<file path="src/rtl/spart_bus_ctrl.sv">
// SPART bus sequencer: programs the baud divisor, then arbitrates
// the single SPART bus port between receive draining and transmit feeding.
module spart_bus_ctrl #(
  parameter logic [15:0] DIV0 = 16'd1301,
  parameter logic [15:0] DIV1 = 16'd650,
  parameter logic [15:0] DIV2 = 16'd325,
  parameter logic [15:0] DIV3 = 16'd162
) (
  input  logic       clk,
  input  logic       rst,
  input  logic [1:0] br_cfg,
  input  logic       rda,
  input  logic       tbr,
  input  logic [7:0] bus_rdata,
  output logic       iocs,
  output logic       iorw,
  output logic [1:0] ioaddr,
  output logic [7:0] bus_wdata,
  input  logic       tx_req,
  input  logic [7:0] tx_data,
  output logic       tx_ack,
  output logic       rx_valid,
  output logic [7:0] rx_data,
  input  logic       rx_ready,
  output logic       cfg_done
);

  typedef enum logic [2:0] {
    CFG_LO,
    CFG_HI,
    IDLE,
    RX_RD,
    RX_GUARD,
    TX_WR,
    TX_GUARD
  } state_e;

  state_e      state_q, state_d;
  logic [1:0]  cfg_q, cfg_d;
  logic        iocs_q, iocs_d;
  logic        iorw_q, iorw_d;
  logic [1:0]  addr_q, addr_d;
  logic [7:0]  wdata_q, wdata_d;
  logic        ack_q, ack_d;
  logic        rxv_q, rxv_d;
  logic [7:0]  rxd_q, rxd_d;
  logic        done_q, done_d;
  logic [1:0]  div_cfg;
  logic [15:0] div;

  // Low byte uses the live select (it is latched that same edge);
  // the high byte uses the latched copy so both halves agree.
  always_comb begin
    div_cfg = (state_q == CFG_LO) ? br_cfg : cfg_q;
    div     = DIV0;
    unique case (div_cfg)
      2'b00: div = DIV0;
      2'b01: div = DIV1;
      2'b10: div = DIV2;
      2'b11: div = DIV3;
    endcase
  end

  // Next state and next registered bus/host outputs.
  always_comb begin
    state_d = state_q;
    cfg_d   = cfg_q;
    iocs_d  = 1'b0;
    iorw_d  = 1'b1;
    addr_d  = 2'b00;
    wdata_d = wdata_q;
    ack_d   = 1'b0;
    rxv_d   = rxv_q;
    rxd_d   = rxd_q;
    done_d  = done_q;
    if (rxv_q && rx_ready) rxv_d = 1'b0;
    unique case (state_q)
      CFG_LO: begin
        iocs_d  = 1'b1;
        iorw_d  = 1'b0;
        addr_d  = 2'b10;
        wdata_d = div[7:0];
        cfg_d   = br_cfg;
        done_d  = 1'b0;
        state_d = CFG_HI;
      end
      CFG_HI: begin
        iocs_d  = 1'b1;
        iorw_d  = 1'b0;
        addr_d  = 2'b11;
        wdata_d = div[15:8];
        state_d = IDLE;
      end
      IDLE: begin
        if (br_cfg != cfg_q) begin
          done_d  = 1'b0;
          state_d = CFG_LO;
        end else begin
          done_d = 1'b1;
          if (rda && !rxv_q) state_d = RX_RD;
          else if (tx_req && tbr && done_q)
            state_d = TX_WR;
        end
      end
      RX_RD: begin
        iocs_d  = 1'b1;
        state_d = RX_GUARD;
      end
      RX_GUARD: begin
        rxv_d   = 1'b1;
        rxd_d   = bus_rdata;
        state_d = IDLE;
      end
      TX_WR: begin
        iocs_d  = 1'b1;
        iorw_d  = 1'b0;
        wdata_d = tx_data;
        ack_d   = 1'b1;
        state_d = TX_GUARD;
      end
      TX_GUARD: state_d = IDLE;
      default:  state_d = CFG_LO;
    endcase
  end

  // State and output registers.
  always_ff @(posedge clk or negedge rst) begin
    if (!rst) begin
      state_q <= CFG_LO;
      cfg_q   <= 2'b00;
      iocs_q  <= 1'b0;
      iorw_q  <= 1'b1;
      addr_q  <= 2'b00;
      wdata_q <= 8'h00;
      ack_q   <= 1'b0;
      rxv_q   <= 1'b0;
      rxd_q   <= 8'h00;
      done_q  <= 1'b0;
    end else begin
      state_q <= state_d;
      cfg_q   <= cfg_d;
      iocs_q  <= iocs_d;
      iorw_q  <= iorw_d;
      addr_q  <= addr_d;
      wdata_q <= wdata_d;
      ack_q   <= ack_d;
      rxv_q   <= rxv_d;
      rxd_q   <= rxd_d;
      done_q  <= done_d;
    end
  end

  assign iocs      = iocs_q;
  assign iorw      = iorw_q;
  assign ioaddr    = addr_q;
  assign bus_wdata = wdata_q;
  assign tx_ack    = ack_q;
  assign rx_valid  = rxv_q;
  assign rx_data   = rxd_q;
  assign cfg_done  = done_q;

endmodule

</file>
<file path="config.mk">
export PLATFORM = sky130hd
export DESIGN_NAME = spart_bus_ctrl
export DESIGN_NICKNAME = d
export VERILOG_FILES = /design/src/rtl/spart_bus_ctrl.sv
export SDC_FILE = /design/constraint.sdc
export NUM_CORES = 1
export LEC_CHECK = 0
export CAP_MARGIN = 30
export CORE_ASPECT_RATIO = 1.1
export CORE_MARGIN = 2
export CORE_UTILIZATION = 42
export DETAILED_ROUTE_END_ITERATION = 10
export MAX_ROUTING_LAYER = met4
export PLACE_DENSITY = 0.83
export SLEW_MARGIN = 20
export SYNTH_ARGS = -nofsm -noshare
export SYNTH_HDL_FRONTEND = slang
export SYNTH_SLANG_ARGS = --single-unit
</file>
<file path="constraint.sdc">
create_clock -name clk -period 1.9 [get_ports clk]
set_input_delay 0.19 -clock clk [delete_from_list [all_inputs] [get_ports clk]]
set_output_delay 0.19 -clock clk [all_outputs]
set_load 0.01 [all_outputs]
</file>
-- After elaboration in Yosys (flattened, before gate mapping)
Cells that the tools add are included.
Widths: inputs -> output; s select.
- eq/ne operators: 11
- reductions and logical operators: 13
- multiplexer cells: 15
- operators with widths (operator ; number):
    $pmux 16 s4 ; 1
    $pmux 8 s3 ; 1
    $pmux 3 s5 ; 1
    $eq 3x3->1 const B ; 3
    $mux 3 ; 3
    $eq 3x2->1 const B ; 2
    $mux 1 ; 6
    $reduce_or 3->1 ; 2
    $eq 2x2->1 const B ; 2
    $logic_and 1x1->1 ; 4
    $ne 4x4->1 const B ; 1
    $pmux 2 s2 ; 1
    $reduce_bool 2->1 ; 2
    $reduce_or 4->1 ; 1
    $eq 3x1->1 const B ; 1
    $logic_not 3->1 ; 1
    $reduce_bool 3->1 ; 1
    $eq 2x1->1 const B ; 1
    $logic_not 2->1 ; 1
    $mux 2 ; 1
    $ne 2x2->1 ; 1
    $pmux 1 s2 ; 1
    $logic_not 1->1 ; 1
- register bits after elaboration: 28
- logic and storage cells: 49
- input port bits: 24

-- Depth between registers and ports, before layout
Gate-level depths: netlist of run 1.
- word-level depth: 6
- gate-level depth with buffers: 6
- mapped depth without buffers: 5

-- Worst setup path before layout of run 1
OpenSTA, ideal clock, no wires.
- kind: reg2reg
- from: reg state_q[0]
- to: reg state_q[2]
- stages on the path, launching flop included: 5
- library setup time: 0.082 ns
- required time: 1.818 ns
- setup slack: 0.373 ns
- path buffers: 0
- data arrival time: 1.445 ns
- clock period less this slack: 1.527 ns
- cells stage by stage: dfrtp_1 -> nand2b_1 -> or4_4 -> o32a_1 -> a31oi_1
- word-level cells in the longest chain between the ends: 3
- elaborated cells on any way between the ends: 10
- those cells by class: eq/ne (7); mux (1); reduce/logical (2)
- ends and longest elaborated chain (item ; RTL line ; text):
    start: declaration ; 38 ; state_e state_q, state_d;
    start signal: assignment ; 140 ; state_q <= state_d;
    $eq 3x3->1 / $eq 3x1->1 (equally long branches) ; 77 ; unique case (state_q)
    $reduce_or 3->1 (no source line) ; -- ;
    $pmux 3 s5 ; 77 ;
Several ways; a longest one is shown, not always the timed one.
A chain may end at the register's enable or synchronous reset.

-- Worst setup path after layout of run 1
- from: reg state_q[1]
- to: reg state_q[2]
The elaborated chain is that of the path after synthesis.

==> impl_metrics.tcl, run 1 <==
set metrics [dict create \
    hold_buffers 0 \
    ys_ff_latch 28 \
    vias 988 \
    path_class "reg -> reg" \
    rr_endpoint "state_q[2]" \
    r2r_cells 4 \
    setup_tns_ns 0 \
    startpoint_type "register" \
    portBuffers 46 \
    seqPwrFrac_pct 35.7 \
    rsz0062_at_grt "no" \
    hold_viol 0 \
    final_nets 182 \
    r2r_start "state_q[1]" \
    p_switching_mw 1.05 \
    multi_input_area_um2 462 \
    syn-num-nets 128 \
    dieArea_um2 3310 \
    clk_path_buf_depth 2 \
    netlist_area_um2 1200 \
    drive_gt1_share_pct 16.6 \
    yosysWarnings 0 \
    grt_pass1_vias 1038 \
    initial_core_util_pct 43.7 \
    antenna_found_initial 0 \
    ir_drop_v 0.00100 \
    crit_start "state_q[1]" \
    dp_hpwl_um 1920 \
    critPathRequiredTime_ns 2.17 \
    grt_pass1_wl_um 4360 \
    grt_remaining_overflow 0 \
    hp-class "in -> async" \
    gp_congestion 0.893 \
    areaGrowthSynthToFinish_pct 49.4 \
    postCtsSetupRepairBufs 0 \
    first_iter_violations 6 \
    pwr-share-comb_pct 51.5 \
    root_buffer "clkbuf_4" \
    avgSynthCellArea_um2 11.6 \
    setup_violations 0 \
    synth.distinct_cells 33 \
    final_common_cell "clkdlybuf4s50_1" \
    die_height_um 60.1 \
    grt.total_usage_pct 18.8 \
    fillers 219 \
    antenna_left 0 \
    routed_wl_um 2610 \
    drc_errors 0 \
    fp.coreArea_um2 2750 \
    ys_seq_area_share_pct 58.4 \
    power.density_nw_per_um2 1700 \
    p_leak_nw 0.763 \
    viasPerCell 5.20 \
    reg2reg_slack_ns 0.20 \
    p_int_mw 2.01 \
    final_cell_mix "clkdlybuf4s50_1 (46), dfrtp_1 (27)" \
    status "finished, final reports clean" \
    clk_pin_slew_ns 0.15 \
    regArea_um2 702 \
    netSwitchingFraction_pct 34.4 \
    tritoncts "built" \
    worst_pin_slew_ns 0.336 \
    placed_cell_area_um2 1740 \
    critical_path_arrival_ns 1.97 \
    critPathMaxFanout 10 \
    fin_worst_skew_ns 0.00330 \
    cts.sinks 28 \
    maxSlewViolCount 0 \
    cts_buffers 3 \
    h-tree-depth 1 \
    post_drt_wl_per_cell_um 13.7 \
    die_w_um 55.0 \
    dr.pass1.iters 4 \
    rows 20 \
    period_needed_ns 1.70 \
    slew_headroom_pct 77.3 \
    hold_slack_ns 0.205 \
    total_power_mw 3.06 \
    cts.repair.resized 0 \
    post-route-period-util_pct 89.3 \
    ios 47 \
    syn_inst 104 \
    num_antenna_cells 0 \
    fin_area_um2 1800 \
    end_kind "register" \
    max_freq_mhz 590 \
    maxCapViolCount 0 \
    cp-endpoint "state_q[2]" \
    insertion_delay_ns 0.34 \
    grt_max_degree 29 \
    p_clk_share_pct 12.8 \
]
[how the worst min path moves through the flow]
stage / cells past startpoint / endpoint
6_report: 2 / rx_data[2]
5_1_grt: 2 / rx_data[2]
4_1_cts: 2 / rx_data[2]
3_5_place_dp: 1 / bus_wdata[5]
3_3_place_gp: 1 / bus_wdata[6]
2_1_floorplan: 0 / bus_wdata[0]
[logic make-up after synthesis]
group	after synthesis	synth area share [%]
simple gates	28	12.4
xor+xnor	2	1.46
mux	11	10.3
flops	28	58.4
compound gates	25	14.3
buf+inv	10	3.22
[synth_stat cells]
library cell	count	area, um^2
o311ai_1	1	8.76
a21oi_1	3	15.0
nor2b_1	2	12.5
o32a_1	1	10.0
xor2_1	2	17.5
mux2i_2	1	13.8
o21a_1	4	30.0
o211ai_1	2	15.0
clkbuf_1	4	15.0
inv_1	4	15.0
o21ai_0	5	25.0
nor3_1	2	10.0
dfrtp_1	27	676
or4_4	1	11.3
dfstp_2	1	26.3
inv_2	1	3.75
mux2_2	8	90.1
mux2i_1	2	20.0
nand2_1	8	30.0
or3_4	1	11.3
o22a_1	2	17.5
o22ai_1	1	6.26
a21o_1	1	7.51
nor3b_2	1	12.5
and2_1	1	6.26
buf_2	1	5.00
nor2_1	8	30.0
nand2b_1	1	6.26
o41ai_1	1	8.76
and3b_1	1	8.76
a31oi_1	3	18.8
o311ai_0	1	8.76
nand3_1	2	10.0
[critical path, cell delays in order (launching register included)]
cell and delay (ns):
dfrtp_1 0.54, nand2b_1 0.12, or4_4 0.55, o32a_1 0.30
a31oi_1 0.13
[final cells by class]
cell class                      count  share of cell area [%]
Clock buffer                        3                    1.25
Inverter                            5                    1.04
Clock inverter                      1                    1.67
Sequential cell                    28                    39.1
Timing Repair Buffer               54                    29.0
Tap cell                           33                    2.30
Multi-Input combinational cell     66                    25.7
[routing by layer]
layer  share of wire [%]  GRT usage (%)  wire, um
met1                  41           21.7      1080
met2                  51           33.2      1340
met3                 5.9           2.75       153
met4                 1.5           5.23        38
met5                   0              -         0
[stage by stage]
step | instances | utilization [%] | setup slack, ns
floorplan | 104 | - | 0.373
global placement | 186 | 63.4 | 0.123
detailed placement | 186 | 63.4 | 0.115
CTS | 190 | 65.3 | 0.209
global route | 190 | 65.3 | 0.0904
finish | 190 | 65.3 | 0.204
[registers in the layout, summed over array words and instances (netlist names)]
| signal | cells |
|---|---|
| rx_valid | 1 |
| bus_wdata | 8 |
| state_q | 3 |
| iorw | 1 |
| rx_data | 8 |
| iocs | 1 |
| tx_ack | 1 |
| cfg_done | 1 |
| cfg_q | 2 |
| ioaddr | 2 |
[power groups by stage]
stage	clock [mW]	sequential, mW	combinational, mW
floorplan	0	1.19	0.729
global placement	0	1.09	1.55
detailed placement	0	1.10	1.58
CTS	0.402	1.10	1.59
global route	0.421	1.13	1.72
finish	0.392	1.09	1.58
Power figures use the tool's default switching activity.
==> run 2: changes to the inputs <==
--- a/config.mk
+++ b/config.mk
@@ -8,10 +8,10 @@
 export CAP_MARGIN = 30
 export CORE_ASPECT_RATIO = 1.1
 export CORE_MARGIN = 2
-export CORE_UTILIZATION = 42
+export CORE_UTILIZATION = 40
 export DETAILED_ROUTE_END_ITERATION = 10
 export MAX_ROUTING_LAYER = met4
-export PLACE_DENSITY = 0.83
+export PLACE_DENSITY = 0.79
 export SLEW_MARGIN = 20
 export SYNTH_ARGS = -nofsm -noshare
 export SYNTH_HDL_FRONTEND = slang
==> constraint.sdc (replaced) <==
create_clock -name clk -period 1.6 [get_ports clk]
set_input_delay 0.16 -clock clk [delete_from_list [all_inputs] [get_ports clk]]
set_output_delay 0.16 -clock clk [all_outputs]
set_load 0.01 [all_outputs]
==> impl_metrics.tcl, run 2 (synthesis gave the netlist of run 1 again) <==
set metrics [dict create \
    status "complete, but fails checks" \
    violations "setup timing" \
    grt_remaining_overflow 0 \
    initial_core_util_pct 42.9 \
    viasPerCell 5.19 \
    end_kind "register" \
    num_antenna_cells 0 \
    portBuffers 46 \
    fin_area_um2 1930 \
    dr.pass1.iters 4 \
    hold_slack_ns 0.180 \
    max_freq_mhz 617 \
    rows 20 \
    crit_family "flip-flops" \
    tritoncts "built" \
    setup_tns_ns -0.0374 \
    fillers 220 \
    rsz0062_at_grt "yes" \
    antenna_left 0 \
    gp_congestion 0.866 \
    critPathRequiredTime_ns 1.88 \
    maxSlewViolCount 0 \
    drc_errors 0 \
    utilization_pct 68.8 \
    first_iter_violations 8 \
    die_w_um 56.3 \
    placed_cells 194 \
    dpl_worst_slack_ns -0.182 \
    drive_gt1_share_pct 25.0 \
    hold_viol 0 \
    critical-path-max-stage-delay_ns 0.47 \
    worst_pin_slew_ns 0.418 \
    die_height_um 61.5 \
    ios 47 \
    setup_violations 2 \
    crit_buf_inv 1 \
    fin_worst_skew_ns 0.00213 \
    areaGrowthSynthToFinish_pct 60.2 \
    cp.depth 5 \
    dieArea_um2 3460 \
    p_leak_nw 0.839 \
    hp-class "in -> async" \
    slew_headroom_pct 71.8 \
    cp_cell_sequence "or3_4 > mux2i_4 > inv_2 > o311ai_4 > o21a_1" \
    cts.sinks 28 \
    power.density_nw_per_um2 2070 \
    ir_drop_v 0.00140 \
    root_buffer "clkbuf_4" \
    fp.coreArea_um2 2800 \
    path_class "reg -> reg" \
    final_nets 193 \
    multi_input_area_um2 500 \
    final_common_cell "clkdlybuf4s50_1" \
    grt_pass1_wl_um 4960 \
    clk_path_buf_depth 2 \
    grt_max_degree 29 \
    post-route-period-util_pct 101 \
    fin_cells 201 \
    worst_slack_ns -0.0214 \
    antenna_found_initial 0 \
    insertion_delay_ns 0.33 \
    hold_buffers 0 \
    r2r_cells 5 \
    total_power_mw 4.00 \
    h-tree-depth 1 \
    final_cell_mix "clkdlybuf4s50_1 (45), dfrtp_1 (25), buf_4 (18)" \
    clk_pin_slew_ns 0.15 \
    critical_path_arrival_ns 1.90 \
    grt_pass1_vias 1133 \
    post_drt_wl_per_cell_um 14.6 \
    routed_wl_um 2940 \
    period_needed_ns 1.62 \
    grt.total_usage_pct 19.0 \
    critPathMaxFanout 4 \
    dp_hpwl_um 2170 \
    placed_cell_area_um2 1800 \
    cts_buffers 3 \
    startpoint_type "register" \
    maxCapViolCount 0 \
    vias 1044 \
    worst_path_max_delay_cell "dfrtp_2" \
    regArea_um2 704 \
]
## run 2: power breakdown
group          leakage [nW]  internal (mW)  switching [mW]
Clock                0.0279          0.253           0.210
Combinational         0.473           1.28           0.964
Sequential            0.338           1.07           0.216
## run 2: layer usage
layer	wire, um	vias up	global-route usage [%]
li1	-	499	-
met1	1170	502	20.9
met2	1580	38	36.6
met3	144	5	2.73
met4	41	0	5.10
met5	0	-	-
## run 2: worst register-to-register path, cell delays in order (launching register included)
cell and delay, ns:
dfrtp_2 0.47, or3_4 0.40, mux2i_4 0.20, inv_2 0.09, o311ai_4 0.25, o21a_1 0.17
## run 2: cell type report
cell class                      instances  area share (%)
Clock inverter                          1            1.56
Clock buffer                            3            1.17
Sequential cell                        28            36.6
Tap cell                               33            2.14
Timing Repair Buffer                   65            31.6
Multi-Input combinational cell         66            26.0
Inverter                                5           0.974
## run 2: repair_timing
item                       CTS  global route
buffers inserted             3             0
setup endpoints to repair    3             8
gates resized for setup      6             4
## run 2: worst paths after layout
check / from / end / slack [ns]
setup / recovery: state_q[1] / bus_wdata[4] / -0.02
hold / removal: rst / rx_valid / 0.18
setup reg to reg: state_q[1] / bus_wdata[4] / -0.02
hold reg to reg: bus_wdata[5] / bus_wdata[5] / 0.51
max in group asynchronous: rst / iorw / 1.11
min in group clk: rx_ready / rx_valid / 0.40
